**src/rtl/uart_rx_param.sv**
```systemverilog
// Parameterised UART receiver: 2-flop rx synchroniser, mid-bit sampling FSM,
// optional parity, 1-2 checked stop bits, receive FIFO and sticky error flags.
module uart_rx_param #(
  parameter int unsigned CLKS_PER_BIT = 900,
  parameter int unsigned DATA_BITS    = 8,
  parameter int unsigned PARITY       = 0,
  parameter int unsigned STOP_BITS    = 1,
  parameter int unsigned FIFO_DEPTH   = 16
) (
  input  logic                          clk,
  input  logic                          Rst,
  input  logic                          rx,
  input  logic                          en,
  input  logic                          clr_err,
  output logic [DATA_BITS-1:0]          dout,
  output logic                          dout_valid,
  input  logic                          dout_ready,
  output logic [$clog2(FIFO_DEPTH):0]   fifo_count,
  output logic                          parity_err,
  output logic                          frame_err,
  output logic                          overrun,
  output logic                          brk,
  output logic                          busy
);

  localparam int unsigned CW = $clog2(CLKS_PER_BIT);
  localparam int unsigned AW = $clog2(FIFO_DEPTH);
  localparam logic [CW-1:0] FULL_BIT  = CW'(CLKS_PER_BIT - 1);
  localparam logic [CW-1:0] HALF_BIT  = CW'(CLKS_PER_BIT / 2 - 1);
  localparam logic [3:0]    LAST_DATA = 4'(DATA_BITS - 1);
  localparam logic          LAST_STOP = 1'(STOP_BITS - 1);
  localparam logic          ODD       = (PARITY == 1);
  localparam logic [AW:0]   FULL_CNT  = (AW+1)'(FIFO_DEPTH);

  typedef enum logic [2:0] {IDLE, START, DATA, PAR, STOP} state_t;

  state_t                 state;
  logic                   rx_meta, rx_sync, rx_prev;
  logic [CW-1:0]          cnt;
  logic [3:0]             bit_idx;
  logic                   stop_idx;
  logic                   stop_bad;
  logic                   par_bad;
  logic [DATA_BITS-1:0]   shreg;

  logic [DATA_BITS-1:0]   mem [FIFO_DEPTH];
  logic [AW-1:0]          wr_ptr, rd_ptr;

  logic tick, stop_now_bad, frame_end, push_req, fe_evt, brk_evt, pe_evt;
  logic pop, full, do_push, ov_evt;

  always_ff @(posedge clk or negedge Rst) begin
    if (!Rst) begin
      rx_meta <= 1'b1;
      rx_sync <= 1'b1;
      rx_prev <= 1'b1;
    end else begin
      rx_meta <= rx;
      rx_sync <= rx_meta;
      rx_prev <= rx_sync;
    end
  end

  always_comb begin
    tick         = (cnt == '0);
    stop_now_bad = stop_bad | ~rx_sync;
    frame_end    = en && (state == STOP) && tick && (stop_idx == LAST_STOP);
    push_req     = frame_end & ~stop_now_bad;
    fe_evt       = frame_end & stop_now_bad;
    brk_evt      = fe_evt & (shreg == '0);
    pe_evt       = frame_end & par_bad;
    dout_valid   = (fifo_count != '0);
    pop          = dout_valid & dout_ready;
    full         = (fifo_count == FULL_CNT);
    do_push      = push_req & (~full | pop);
    ov_evt       = push_req & full & ~pop;
    // Gate the head with valid so an empty FIFO (including after reset) reads zero.
    dout         = dout_valid ? mem[rd_ptr] : '0;
    busy         = (state != IDLE);
  end

  always_ff @(posedge clk or negedge Rst) begin
    if (!Rst) begin
      state    <= IDLE;
      cnt      <= '0;
      bit_idx  <= '0;
      stop_idx <= 1'b0;
      stop_bad <= 1'b0;
      par_bad  <= 1'b0;
      shreg    <= '0;
    end else if (!en) begin
      state <= IDLE;
    end else begin
      case (state)
        IDLE: begin
          if (rx_prev && !rx_sync) begin
            state <= START;
            cnt   <= HALF_BIT;
          end
        end
        START: begin
          if (tick) begin
            if (!rx_sync) begin
              state    <= DATA;
              cnt      <= FULL_BIT;
              bit_idx  <= '0;
              stop_idx <= 1'b0;
              stop_bad <= 1'b0;
              par_bad  <= 1'b0;
            end else begin
              state <= IDLE;
            end
          end else begin
            cnt <= cnt - 1'b1;
          end
        end
        DATA: begin
          if (tick) begin
            shreg   <= {rx_sync, shreg[DATA_BITS-1:1]};
            bit_idx <= bit_idx + 1'b1;
            cnt     <= FULL_BIT;
            if (bit_idx == LAST_DATA) state <= (PARITY != 0) ? PAR : STOP;
          end else begin
            cnt <= cnt - 1'b1;
          end
        end
        PAR: begin
          if (tick) begin
            par_bad <= ((^shreg) ^ rx_sync) != ODD;
            cnt     <= FULL_BIT;
            state   <= STOP;
          end else begin
            cnt <= cnt - 1'b1;
          end
        end
        STOP: begin
          if (tick) begin
            if (stop_idx == LAST_STOP) begin
              state <= IDLE;
            end else begin
              stop_idx <= stop_idx + 1'b1;
              stop_bad <= stop_now_bad;
              cnt      <= FULL_BIT;
            end
          end else begin
            cnt <= cnt - 1'b1;
          end
        end
        default: state <= IDLE;
      endcase
    end
  end

  always_ff @(posedge clk) begin
    if (do_push) mem[wr_ptr] <= shreg;
  end

  always_ff @(posedge clk or negedge Rst) begin
    if (!Rst) begin
      wr_ptr     <= '0;
      rd_ptr     <= '0;
      fifo_count <= '0;
    end else begin
      if (do_push) wr_ptr <= wr_ptr + 1'b1;
      if (pop)     rd_ptr <= rd_ptr + 1'b1;
      case ({do_push, pop})
        2'b10:   fifo_count <= fifo_count + 1'b1;
        2'b01:   fifo_count <= fifo_count - 1'b1;
        default: fifo_count <= fifo_count;
      endcase
    end
  end

  always_ff @(posedge clk or negedge Rst) begin
    if (!Rst) begin
      parity_err <= 1'b0;
      frame_err  <= 1'b0;
      overrun    <= 1'b0;
      brk        <= 1'b0;
    end else begin
      parity_err <= (parity_err & ~clr_err) | pe_evt;
      frame_err  <= (frame_err  & ~clr_err) | fe_evt;
      overrun    <= (overrun    & ~clr_err) | ov_evt;
      brk        <= (brk        & ~clr_err) | brk_evt;
    end
  end

endmodule

```
**config.mk**
```make
export PLATFORM = sky130hd
export DESIGN_NAME = uart_rx_param
export DESIGN_NICKNAME = d
export VERILOG_FILES = /design/src/rtl/uart_rx_param.sv
export SDC_FILE = /design/constraint.sdc
export NUM_CORES = 1
export LEC_CHECK = 0
export CORE_MARGIN = 2
export CORE_UTILIZATION = 62
export CTS_BUF_LIST = sky130_fd_sc_hd__clkbuf_4 sky130_fd_sc_hd__clkbuf_8
export DETAILED_ROUTE_END_ITERATION = 10
export PLACE_DENSITY = 0.85
export SLEW_MARGIN = 20
export SYNTH_ARGS = -nofsm -noshare
export SYNTH_HDL_FRONTEND = slang
export SYNTH_SLANG_ARGS = --single-unit
```
**constraint.sdc**
```tcl
create_clock -name clk -period 3.5 [get_ports clk]
set_input_delay 0.7 -clock clk [delete_from_list [all_inputs] [get_ports clk]]
set_output_delay 0.7 -clock clk [all_outputs]
set_load 0.01 [all_outputs]
```
==> metrics.txt, run 1 <==
logic gate share of total power=31.9%; design area=0.008581 sq mm; final routed wire length divided by cell count=22.50 um; Post-synth EDFFs=128; Synthesized Nets=490; Worst-Margin Slew=743.1 ps; period utilization=90.66%; Critical-path top delay cell=mux4_2; f_max=0.3152 GHz; H-tree depth=4; fin. max-slew vios=0; Fin Setup TNS=0 ps; Worst EP required=2800 ps; Worst-Skew Late Latency=460 ps; critical path class=flop to output pin; Sw Share=29.48%; most frequent cell after synthesis=edfxtp_1; total number of vias=4252; Reg2Reg Depth=9; post-route ant nets=0; power per cell area=703.0 mW/mm^2; Ys Warns=0; worst-path fanout max=9; top cell type's share of synthesized area=51.01%; TritonCTS buffer count=17; average vias per placed instance=6.309; Final HPWL DP=9642 um; effective utilization at floorplan=62.99%; I/O Buffers=24; # DRC=0; CTS Root Cell=clkbuf_8; worst path bufs/invs=3; switching power=1.778 mW; Setup crit start kind=flop; first-pass GRT wire length=23570 um; RSZ-0062 raised after global routing=false; P_leak=2.931 nW; Mapped Cells=470; Async SR Flop Fraction=26.86%; # setup viols final=0; Unique masters post-synth=61; CP arrival=2470 ps; Internal=4.254 mW; GRT Util Overall=24.98%; status=complete, no violations; Max Clock Skew=17.34 ps; fin nets=534; clock power share=25.5%; critical path's largest stage delay=530 ps; Flop pwr share=42.6%; largest net degree at the start of global routing=48; CTS Buffer Depth=2; Hold Fails Final Rpt=0; Die Ht=114.2 um; number of global-route vias before repair=4267; Synth area leader=edfxtp_1; ANT cells=0; initial antenna violation count=0; Worst-path clk slew=80 ps; DR iter-0 viols=526; FP Rows=40; Most used DFF post-synth=edfxtp_1; Post-DP Area=0.008001 sq mm; CP Depth=6; die width=114.2 um; Area Growth Syn to Fin=13.88%; minimum clock period=3173 ps; router iterations before antenna repair=5; crit-path cells=buf_6 > buf_16 > mux4_2 > mux4_2 > nor2b_1 > dlymetal6s2s_1; CTS tree=done; Core Area=0.01196 sq mm; area of the mapped netlist=0.007535 sq mm; CP Capture Type=output pin; Max-cap violations=0; worst rel slew slack=50.46%; GRT Residual Overflow=0; CTS Sinks=175; synth cell count leaders=edfxtp_1, dfrtp_1, mux4_2, o21ai_0; Die ar.=0.01305 sq mm; largest cells by area after synthesis=edfxtp_1, dfrtp_1, mux4_2; post-synthesis sequential area ratio=66.67%; share of layout cells above drive strength 1=20.11%; RePlAce Congestion=0.8648; syn_area_per_cell=16.03 sq um; drt total wl=15160 um; Top Ports=25; Hold Path Class=input pin to async pin; Top cell by count, worst path=mux4_2; critical path's top delay family=multiplexers; worst IR drop on VDD=0.0003639 V; Synth Register Bits=175
==> registers in the layout, summed over array words and instances, names as in the netlist, 3 cells and up <==
signal,flops
wr_ptr,4
cnt,10
state,3
shreg,8
bit_idx,4
fifo_count,5
mem,128
rd_ptr,4
==> metrics by stage <==
step                      hold WS, ps  utilization, %  power (mW)  cells  setup WS [ps]
after global placement          345.9           66.89       4.336    636          295.1
after floorplan                 345.2               -       3.756    470          695.9
after global routing            285.0           71.74       6.295    674          254.4
after detailed placement        348.9           66.89       4.394    636          159.6
final                           241.7           71.74       6.032    674          326.9
after CTS                       361.6           71.31       6.038    673         0.4643
==> worst paths after layout <==
path / startpoint / endpoint / slack, ps
setup / recovery: rd_ptr[0] / dout[3] / 330
hold / removal: Rst / fifo_count[3] / 240
setup reg to reg: fifo_count[1] / fifo_count[4] / 680
hold reg to reg: rx_meta / rx_sync / 360
max in group asynchronous: Rst / rd_ptr[0] / 2830
min in group clk: rx_meta / rx_sync / 360
==> cell type report <==
type	instances	area [sq um]
clock buffer	17	234.0
clock inverter	15	216.5
fill	689	3381
inverter	24	90.09
multi-input combinational	252	2337
sequential	175	5025
tap	147	183.9
timing repair buffer	44	494.2
==> power groups by stage <==
stage / Combinational [mW] / Sequential, mW / Clock, mW
floorplan: 1.26 / 2.50 / 0
global placement: 1.74 / 2.59 / 0
detailed placement: 1.78 / 2.61 / 0
CTS: 1.92 / 2.56 / 1.56
global route: 2.06 / 2.59 / 1.64
finish: 1.93 / 2.57 / 1.54
==> cell usage in the layout, fill, tap and decap left out, drive strengths merged, types with 8 or more instances in the layout <==
cell	instances
ha	14
edfxtp	128
dlymetal6s2s	8
nor2b	12
clkinv	8
clkbuf	18
clkdlybuf4s50	15
and2	11
nand2	24
nor3	9
inv	25
dfrtp	44
nor2	19
xnor2	11
buf	20
mux4	40
o21ai	33
==> layer usage <==
metal	routed length [um]	share of wire, %	track usage, %	vias to the layer above
met5	0	0	0	-
met4	352	2.3	9.268	0
met3	1017	6.7	5.611	26
met2	7680	51	40.83	175
met1	6112	40	33.45	2156
li1	-	-	-	1895
==> cells by family (layout without fill, tap and decap cells) <==
family | count (synthesis) | in the layout | synth area share (%)
flip-flops | 175 | 175 | 66.67
AND/OR/NAND/NOR | 113 | 113 | 8.668
AO/OA/AOI/OAI | 65 | 65 | 5.546
multiplexers | 46 | 46 | 12.85
buffers and inverters | 43 | 100 | 2.308
adder cells (fa/ha/maj) | 14 | 14 | 2.325
XOR/XNOR | 14 | 14 | 1.627
==> what timing repair did <==
action / CTS / global route
gates cloned: 2 / 1
setup buffers: 3 / 0
resized for setup: 2 / 9
hold buffers: 0 / 0
setup endpoints to repair: 8 / 8
(Power assumes the default switching activity.)
==> inputs of run 2 (changes only) <==
Settings changed: GPL_TIMING_DRIVEN set to 0.
==> run 2 against run 1 <==
Effect of this change:
- the flow now finishes with violations (negative setup slack)
- fmax fell by 10%
- total power is 2.9% lower
- wire length is 1.4% lower
- sequential power shrank 2%
- die area unchanged
- global-route usage decreased by 0.14 points
- cell count decreased by 0.15%
- worst setup slack worse by 360 ps
- register-to-register slack worse by 350 ps
- critical path depth shrank 1
- count of clock-buffer cells in the layout increased by 1
- flip-flop and latch count unchanged
==> metrics.txt, run 2 (synthesis results as in run 1) <==
total number of vias=4262; largest reg by FF count=mem; drt total wl=14950 um; period utilization=100.9%; # setup viols final=1; DR iter-0 viols=408; CP Capture Type=output pin; H-tree depth=4; CTS Root Cell=clkbuf_8; Worst EP required=2800 ps; # DRC=0; CP arrival=2830 ps; initial antenna violation count=0; failing checks=negative setup slack; die width=114.2 um; biggest regs=mem: 128 flops, cnt: 10 flops, shreg: 8 flops; ANT cells=0; flop2flop setup slack=330 ps; Final HPWL DP=9998 um; CTS tree=done; Flop pwr share=43.1%; minimum clock period=3533 ps; Worst-Skew Late Latency=460 ps; GRT Residual Overflow=0; RePlAce Congestion=0.7845; f_max=0.2831 GHz; FP Rows=40; power per cell area=690.7 mW/mm^2; Post-DP Area=0.008001 sq mm; clock power share=25.5%; Worst-Margin Slew=823.1 ps; worst-path fanout max=10; Top Ports=25; final routed wire length divided by cell count=22.21 um; CTS Buffer Depth=2; most frequent cells in the layout=edfxtp_1, dfrtp_1, mux4_2; Die ar.=0.01305 sq mm; I/O Buffers=24; switching power=1.811 mW; origin of the worst setup path=rd_ptr[0]; leading cell type in the layout, fill and taps excluded=edfxtp_1; worst setup path end=dout[6]; post-route ant nets=0; fin nets=533; logic gate share of total power=31.4%; worst r2r src=rx_sync; max reg flops=128; RSZ-0062 raised after global routing=true; Hold Fails Final Rpt=0; critical path class=flop to output pin; worst rel slew slack=44.93%; number of global-route vias before repair=4309; Worst-path clk slew=100 ps; TritonCTS buffer count=17; Internal=4.045 mW; Max-cap violations=0; Core Area=0.01196 sq mm; router iterations before antenna repair=5; final setup margin=-32.72 ps; fin. max-slew vios=0; worst IR drop on VDD=0.0002401 V; Max Clock Skew=13.56 ps; GRT Util Overall=24.84%; design area=0.008478 sq mm; Crit Reg-Reg Endpoint=mem[15][0]; status=finished, violations left; total power=5.856 mW; Hold Path Class=input pin to async pin; CTS Sinks=175; largest net degree at the start of global routing=26; P_leak=2.834 nW; share of layout cells above drive strength 1=20.15%; average vias per placed instance=6.333; first-pass GRT wire length=23590 um; effective utilization at floorplan=62.99%; Sw Share=30.92%; Setup crit start kind=flop; Reg2Reg Depth=8; Area Growth Syn to Fin=12.52%; Die Ht=114.2 um
[run 2: cell types whose count changed in the layout (fill, tap and decap cells not counted), moves of 2 or more]
cell | before | now
bufinv_16 | 5 | 3
buf_4 | 15 | 1
clkbuf_2 | 0 | 2
inv_6 | 1 | 4
clkinv_1 | 4 | 0
dlymetal6s2s_1 | 8 | 3
buf_1 | 0 | 2
clkbuf_1 | 0 | 7
nor3_2 | 1 | 5
dlygate4sd2_1 | 0 | 4
buf_8 | 0 | 2
buf_2 | 0 | 2
nor3_1 | 8 | 4
[run 2: final cells by class]
| class | instances | area, sq um |
|---|---|---|
| buffer | 17 | 117.6 |
| tap | 147 | 183.9 |
| multi-input combinational | 252 | 2360 |
| timing repair buffer | 26 | 272.8 |
| clock inverter | 14 | 180.2 |
| clock buffer | 18 | 247.7 |
| sequential | 175 | 5026 |
| inverter | 24 | 90.09 |
| fill | 710 | 3483 |
[run 2: per-layer routing]
layer  share of wire [%]  up-vias  GRT usage [%]  wire length, um
li1                    -     1896              -                -
met1                  41     2174          33.61             6115
met2                  50      158          39.33             7548
met3                 6.0       34          6.300              896
met4                 2.6        0          10.08              389
met5                   0        -              0                0
[run 2: worst min path at each step]
stage | slack [ps] | end | from | cells past startpoint
after floorplan | 350 | rx_sync | rx_meta | 0
after global placement | 350 | rx_sync | rx_meta | 0
after detailed placement | 350 | rx_sync | rx_meta | 0
after CTS | 230 | fifo_count[0] | Rst | 1
after global routing | 260 | rd_ptr[2] | Rst | 1
final | 230 | fifo_count[0] | Rst | 1
[run 2: stage by stage]
step / hold WS (ps) / worst slack, ps / utilization (%) / setup TNS [ps] / cells
2_1_floorplan: 345.2 / 695.9 / - / 0 / 470
3_3_place_gp: 346.5 / -130.4 / 66.54 / -4540 / 641
3_5_place_dp: 353.5 / -233.9 / 66.89 / -3678 / 642
4_1_cts: 233.3 / -72.89 / 70.76 / -256.1 / 673
5_1_grt: 263.9 / -86.04 / 70.88 / -86.04 / 673
6_report: 234.3 / -32.72 / 70.88 / -32.72 / 673
[run 2: critical path: stages, from the launching register on]
cell and delay (ps):
dfrtp_2 510, buf_8 200, mux4_2 530, mux4_2 500, nor2b_1 140, clkdlybuf4s50_1 490
[run 2: power by group through the flow]
stage | combinational, mW | clock [mW] | sequential [mW]
6_report | 1.84 | 1.49 | 2.52
2_1_floorplan | 1.26 | 0 | 2.50
3_3_place_gp | 1.78 | 0 | 2.51
5_1_grt | 1.99 | 1.58 | 2.54
3_5_place_dp | 1.85 | 0 | 2.52
4_1_cts | 1.86 | 1.50 | 2.52
[run 2: timing repair]
action,in CTS,in global routing
endpoints found under the setup margin,8,5
hold buffers,0,0
setup buffers,1,0
resized for setup,19,5
